## src/rtl/execute_cc_unit.sv

```systemverilog
// Y-86 execute back end: ZF/SF/OF register, jXX/cmov condition, E->M register (1-cycle latency;
// m_stall holds M and blocks CC, m_bubble loads NOP). Optional OF tracking under `ALU_OVERFLOW_EN.
module execute_cc_unit #(
  parameter logic [3:0] RNONE     = 4'hF,
  parameter logic [3:0] NOP_ICODE = 4'h1
) (
  input  logic        clk,
  input  logic        rst,
  input  logic        e_valid,
  input  logic [3:0]  e_icode,
  input  logic [3:0]  e_ifun,
  input  logic [63:0] e_valE,
  input  logic        e_alu_ovf,
  input  logic [63:0] e_valA,
  input  logic [3:0]  e_dstE,
  input  logic [3:0]  e_dstM,
  input  logic        exc_block,
  input  logic        m_stall,
  input  logic        m_bubble,
  output logic        e_cnd,
  output logic [3:0]  e_dstE_eff,
  output logic        M_valid,
  output logic        M_cnd,
  output logic [3:0]  M_icode,
  output logic [63:0] M_valE,
  output logic [63:0] M_valA,
  output logic [3:0]  M_dstE,
  output logic [3:0]  M_dstM,
  output logic        cc_zf,
  output logic        cc_sf,
  output logic        cc_of
);

  localparam logic [3:0] I_CMOVXX = 4'h2;
  localparam logic [3:0] I_OPQ    = 4'h6;
  localparam logic [3:0] I_JXX    = 4'h7;

  typedef struct packed {
    logic        valid;
    logic [3:0]  icode;
    logic        cnd;
    logic [63:0] valE;
    logic [63:0] valA;
    logic [3:0]  dstE;
    logic [3:0]  dstM;
  } meta_t;

  localparam meta_t M_BUBBLE = '{
    valid: 1'b0, icode: NOP_ICODE, cnd: 1'b0,
    valE: 64'h0, valA: 64'h0, dstE: RNONE, dstM: RNONE
  };

  logic  zf_q, zf_d;
  logic  sf_q, sf_d;
  logic  of_cur;
  logic  cc_we;
  logic  cond;
  logic  x_flag;
  meta_t m_q, m_d;

  // Condition from the flags held at the start of the cycle (pre-update).
  always_comb begin
    x_flag = sf_q ^ of_cur;
    cond   = 1'b0;
    case (e_ifun)
      4'd0:    cond = 1'b1;
      4'd1:    cond = x_flag | zf_q;
      4'd2:    cond = x_flag;
      4'd3:    cond = zf_q;
      4'd4:    cond = ~zf_q;
      4'd5:    cond = ~x_flag;
      4'd6:    cond = ~x_flag & ~zf_q;
      default: cond = 1'b0;
    endcase
  end

  always_comb begin
    e_cnd      = ((e_icode == I_CMOVXX) || (e_icode == I_JXX)) ? cond : 1'b0;
    e_dstE_eff = ((e_icode == I_CMOVXX) && !cond) ? RNONE : e_dstE;
  end

  assign cc_we = e_valid & (e_icode == I_OPQ) & ~exc_block & ~m_stall;

  always_comb begin
    zf_d = zf_q;
    sf_d = sf_q;
    if (cc_we) begin
      zf_d = (e_valE == 64'h0);
      sf_d = e_valE[63];
    end
  end

  always_ff @(posedge clk) begin
    if (rst) begin
      zf_q <= 1'b1;
      sf_q <= 1'b0;
    end else begin
      zf_q <= zf_d;
      sf_q <= sf_d;
    end
  end

`ifdef ALU_OVERFLOW_EN
  logic of_q, of_d;

  // Only add/sub produce a meaningful signed overflow; logic ops clear OF.
  always_comb begin
    of_d = of_q;
    if (cc_we) begin
      of_d = ((e_ifun == 4'd0) || (e_ifun == 4'd1)) ? e_alu_ovf : 1'b0;
    end
  end

  always_ff @(posedge clk) begin
    if (rst) begin
      of_q <= 1'b0;
    end else begin
      of_q <= of_d;
    end
  end

  assign of_cur = of_q;
`else
  logic unused_alu_ovf;

  assign unused_alu_ovf = e_alu_ovf;
  assign of_cur         = 1'b0;
`endif

  // Bubble beats stall; an empty E stage is loaded as a bubble.
  always_comb begin
    m_d = m_q;
    if (m_bubble) begin
      m_d = M_BUBBLE;
    end else if (!m_stall) begin
      if (e_valid) begin
        m_d.valid = 1'b1;
        m_d.icode = e_icode;
        m_d.cnd   = e_cnd;
        m_d.valE  = e_valE;
        m_d.valA  = e_valA;
        m_d.dstE  = e_dstE_eff;
        m_d.dstM  = e_dstM;
      end else begin
        m_d = M_BUBBLE;
      end
    end
  end

  always_ff @(posedge clk) begin
    if (rst) begin
      m_q <= M_BUBBLE;
    end else begin
      m_q <= m_d;
    end
  end

  always_comb begin
    M_valid = m_q.valid;
    M_icode = m_q.icode;
    M_cnd   = m_q.cnd;
    M_valE  = m_q.valE;
    M_valA  = m_q.valA;
    M_dstE  = m_q.dstE;
    M_dstM  = m_q.dstM;
    cc_zf   = zf_q;
    cc_sf   = sf_q;
    cc_of   = of_cur;
  end

endmodule

```

## config.mk

```make
export PLATFORM = sky130hd
export DESIGN_NAME = execute_cc_unit
export DESIGN_NICKNAME = d
export VERILOG_FILES = /design/src/rtl/execute_cc_unit.sv
export SDC_FILE = /design/constraint.sdc
export NUM_CORES = 1
export LEC_CHECK = 0
export CAP_MARGIN = 20
export CORE_ASPECT_RATIO = 0.7
export CORE_MARGIN = 2
export CORE_UTILIZATION = 34
export DETAILED_ROUTE_END_ITERATION = 6
export PLACE_DENSITY = 0.78
export SLEW_MARGIN = 10
export SYNTH_ARGS = -nofsm -noshare
export SYNTH_HDL_FRONTEND = slang
export SYNTH_SLANG_ARGS = --single-unit
```

## constraint.sdc

```tcl
create_clock -name clk -period 1.4 [get_ports clk]
set_clock_uncertainty 0.2 [all_clocks]
set_input_delay 0.14 -clock clk [delete_from_list [all_inputs] [get_ports clk]]
set_output_delay 0.14 -clock clk [all_outputs]
set_load 0.1 [all_outputs]
```

==> flow_metrics.env <==
export IMPL_seq_area_frac_synth=0.572
export IMPL_fillers=814
export IMPL_synth_edf_count=0
export IMPL_drt_total_wl_mm=22.2
export IMPL_drv_slew=0
export IMPL_peakVddDrop_v=0.000762
export IMPL_critPathKind="flop to primary output"
export IMPL_synthXorXnorAreaFrac=0.00174
export IMPL_ant_nets=0
export IMPL_layout_common_cells="158 x buf_12, 137 x dfxtp_2, 133 x nor2_1, 130 x a22oi_1, 79 x clkdlybuf4s50_1"
export IMPL_rows=37
export IMPL_dpl_cell_count=1033
export IMPL_regArea_sq_um=3060
export IMPL_whs_path_depth=4
export IMPL_fin_area_sq_um=11500
export IMPL_slowest_delay_ps=500
export IMPL_synth_seq_cells=144
export IMPL_rr_endpoint="M_dstE[3]$_SDFFE_PP1N_"
export IMPL_powerDensity_nw_per_um2=941
export IMPL_synth_area_per_cell_sq_um=9.57
export IMPL_crit_fanout=4
export IMPL_switchingPower_mw=3.15
export IMPL_vias=5816
export IMPL_ys_types=35
export IMPL_syn_area_sq_um=5040
export IMPL_nets=1065
export IMPL_synth_nets=677
export IMPL_startpoint_type="flop"
export IMPL_cts_max_level=4
export IMPL_overflow=0
export IMPL_final_cells=1122
export IMPL_min_from="e_icode[3]"
export IMPL_antenna_found_initial=1
export IMPL_area_growth_syn_to_layout_pct=129
export IMPL_hold_class="primary input to flop"
export IMPL_p_int_mw=7.70
export IMPL_ys_async_sr_fraction=0
export IMPL_dpl_cell_area_sq_um=10300
export IMPL_die_h_um=106
export IMPL_min_delay_worst_endpoint="M_icode[3]$_SDFFE_PP0N_"
export IMPL_worst_ep_required_time_ps=1060
export IMPL_layout_commonest_cell="buf_12"
export IMPL_p_clk_frac=0.399
export IMPL_crit_arrival_ps=1900
export IMPL_design_core_area_sq_um=14600
export IMPL_setup_viol=12
export IMPL_fin_util=0.791
export IMPL_grt_pass1_vias=6248
export IMPL_finalWorstSetupSlack_ps=-836
export IMPL_grt_usage=0.276
export IMPL_power_frac_seq=0.395
export IMPL_multi_input_area_sq_um=2170
export IMPL_synthMuxAreaShare=0.00398
export IMPL_fmax_mhz=447
export IMPL_r2r_worst_path_cells=10
export IMPL_io_pins=301
export IMPL_maxCapViolations=0
export IMPL_sw_frac_of_total=0.290
export IMPL_drc=0
export IMPL_r2r_start="cc_sf$_SDFFE_PP0P_"
export IMPL_cp_cell_sequence="o311ai_4 > nand2_2 > a2111oi_4 > buf_12"
export IMPL_yosys_area_share_simple=0.155
export IMPL_cts_root_buffer="clkbuf_16"
export IMPL_dp_hpwl_mm=15.0
export IMPL_cpMaxStageDelayCell="a2111oi_4"
export IMPL_synth_top_family_by_area="compound AO/OA/AOI/OAI gates"
export IMPL_dieArea_sq_um=15800
export IMPL_ys_flop_type="dfxtp_1"
export IMPL_post_route_period_util=1.60
export IMPL_dp_slack_ps=-959
export IMPL_synthCells=526
export IMPL_period_minus_slack_ps=2240
export IMPL_clk_latency_ps=400
export IMPL_die_x_um=149
export IMPL_synth_compound_area_share=0.226
export IMPL_critPathTopFamily="compound AO/OA/AOI/OAI gates"
export IMPL_io_buffers=298
export IMPL_synth_fa_ha_area_frac=0
export IMPL_drt_iter0_markers=289
export IMPL_dr_pass1_iters=5
export IMPL_end_kind="primary output"
export IMPL_cts_buffers=17
export IMPL_grt_max_degree=99
export IMPL_path_buf_inv=1
export IMPL_rsz0062_at_grt="yes"
export IMPL_hold_viol=0
export IMPL_numClockSinks=144
export IMPL_p_comb_frac=0.206
export IMPL_clkTransAtPathRegs_ps=60
export IMPL_drive_gt1_frac=0.477
export IMPL_start_util=0.345
export IMPL_gp_congestion=0.828
export IMPL_outcome="complete, but fails checks"
export IMPL_p_leak_nw=4.50
export IMPL_violations="setup timing"
export IMPL_clockBufferDepth=2
export IMPL_cts_tree="done"
export IMPL_r2r_slack_ps=-800
export IMPL_grt_first_pass_wirelength_mm=33.7
export IMPL_wire_per_inst_um=19.8
export IMPL_viasPerCell=5.18
export IMPL_yosys_warnings=0
[registers in the layout, summed over array words and instances (netlist names)]
name     flops
M_cnd        1
cc_sf        1
M_valE      64
M_dstE       4
M_dstM       4
cc_zf        1
M_icode      4
M_valid      1
M_valA      64
[metal layers]
metal,vias up,track usage,routed length [um]
li1,2685,-,-
met1,2804,0.287,7930
met2,272,0.492,11400
met3,55,0.113,2140
met4,0,0.113,742
met5,-,0,0
[cell type report]
type | count | share of cell area
clock inverters | 11 | 0.00922
inverters | 2 | 0.000651
clock buffers | 20 | 0.0387
flip-flops and latches | 144 | 0.266
diodes | 1 | 0.000217
well taps | 195 | 0.0212
repair buffers | 415 | 0.476
multi-input cells | 334 | 0.188
[power by group through the flow]
stage | Clock (mW) | Sequential [mW] | Combinational (mW)
2_1_floorplan | 0 | 4.91 | 0.440
3_3_place_gp | 0 | 4.36 | 2.08
3_5_place_dp | 0 | 4.37 | 2.11
4_1_cts | 4.38 | 4.28 | 2.20
5_1_grt | 4.58 | 4.29 | 2.33
6_report | 4.33 | 4.28 | 2.24
[tightest hold or removal path, stage by stage]
cell and delay (ps):
dlygate4sd2_1 220, buf_4 110, a22oi_1 50, nor2_1 70
[cell families (layout without fill, tap and decap cells)]
family,Yosys count,count (layout)
and+or+nand+nor,181,181
AOI/OAI and AO/OA,149,149
DFF,144,144
buffers and inverters,48,448
muxes,2,2
other,1,2
xor gates and xnor gates,1,1
[worst max path at each step]
stage / start / end / slack, ps / cells after the start
after floorplan: cc_sf$_SDFFE_PP0P_ / M_cnd$_SDFFE_PP0N_ / -1180 / 4
after global placement: e_valE[31] / cc_zf$_SDFFE_PP1P_ / -880 / 6
after detailed placement: e_valE[31] / cc_zf$_SDFFE_PP1P_ / -960 / 6
after CTS: cc_sf$_SDFFE_PP0P_ / e_dstE_eff[3] / -850 / 6
after global routing: cc_sf$_SDFFE_PP0P_ / e_dstE_eff[3] / -900 / 6
final: cc_sf$_SDFFE_PP0P_ / e_cnd / -840 / 4
[metrics by stage]
stage                     total power, mW  hold slack (ps)  setup TNS (ps)
final                                10.8             15.6           -7110
after global routing                 11.2             24.5           -7790
after CTS                            10.9             3.77           -6910
after detailed placement             6.48              283          -51410
after global placement               6.45              269          -47290
after floorplan                      5.35             2.70           -5490
[synth_stat cells (all sizes together) (2+ instances only)]
master / instances / area [sq um]
o22ai: 5 / 31.3
clkbuf: 33 / 124
nor4: 16 / 100
dfxtp: 144 / 2880
nor2b: 2 / 15.0
nor2: 134 / 503
a22oi: 130 / 976
mux2i: 2 / 20.0
inv: 2 / 7.50
o31a: 4 / 35.0
or3: 4 / 25.0
nand4: 4 / 25.0
a21oi: 4 / 20.0
buf: 13 / 71.3
nand2: 11 / 43.8
or2: 5 / 31.3
or4: 2 / 18.8
[what timing repair did]
| item | in CTS | in global routing |
|---|---|---|
| pin swaps | 29 | 20 |
| setup buffers | 5 | 4 |
| resized for setup | 142 | 46 |
| hold endpoints to repair | 49 | 2 |
| setup endpoints to repair | 29 | 13 |
| hold buffers | 49 | 2 |
Power figures use the tool's default switching activity.
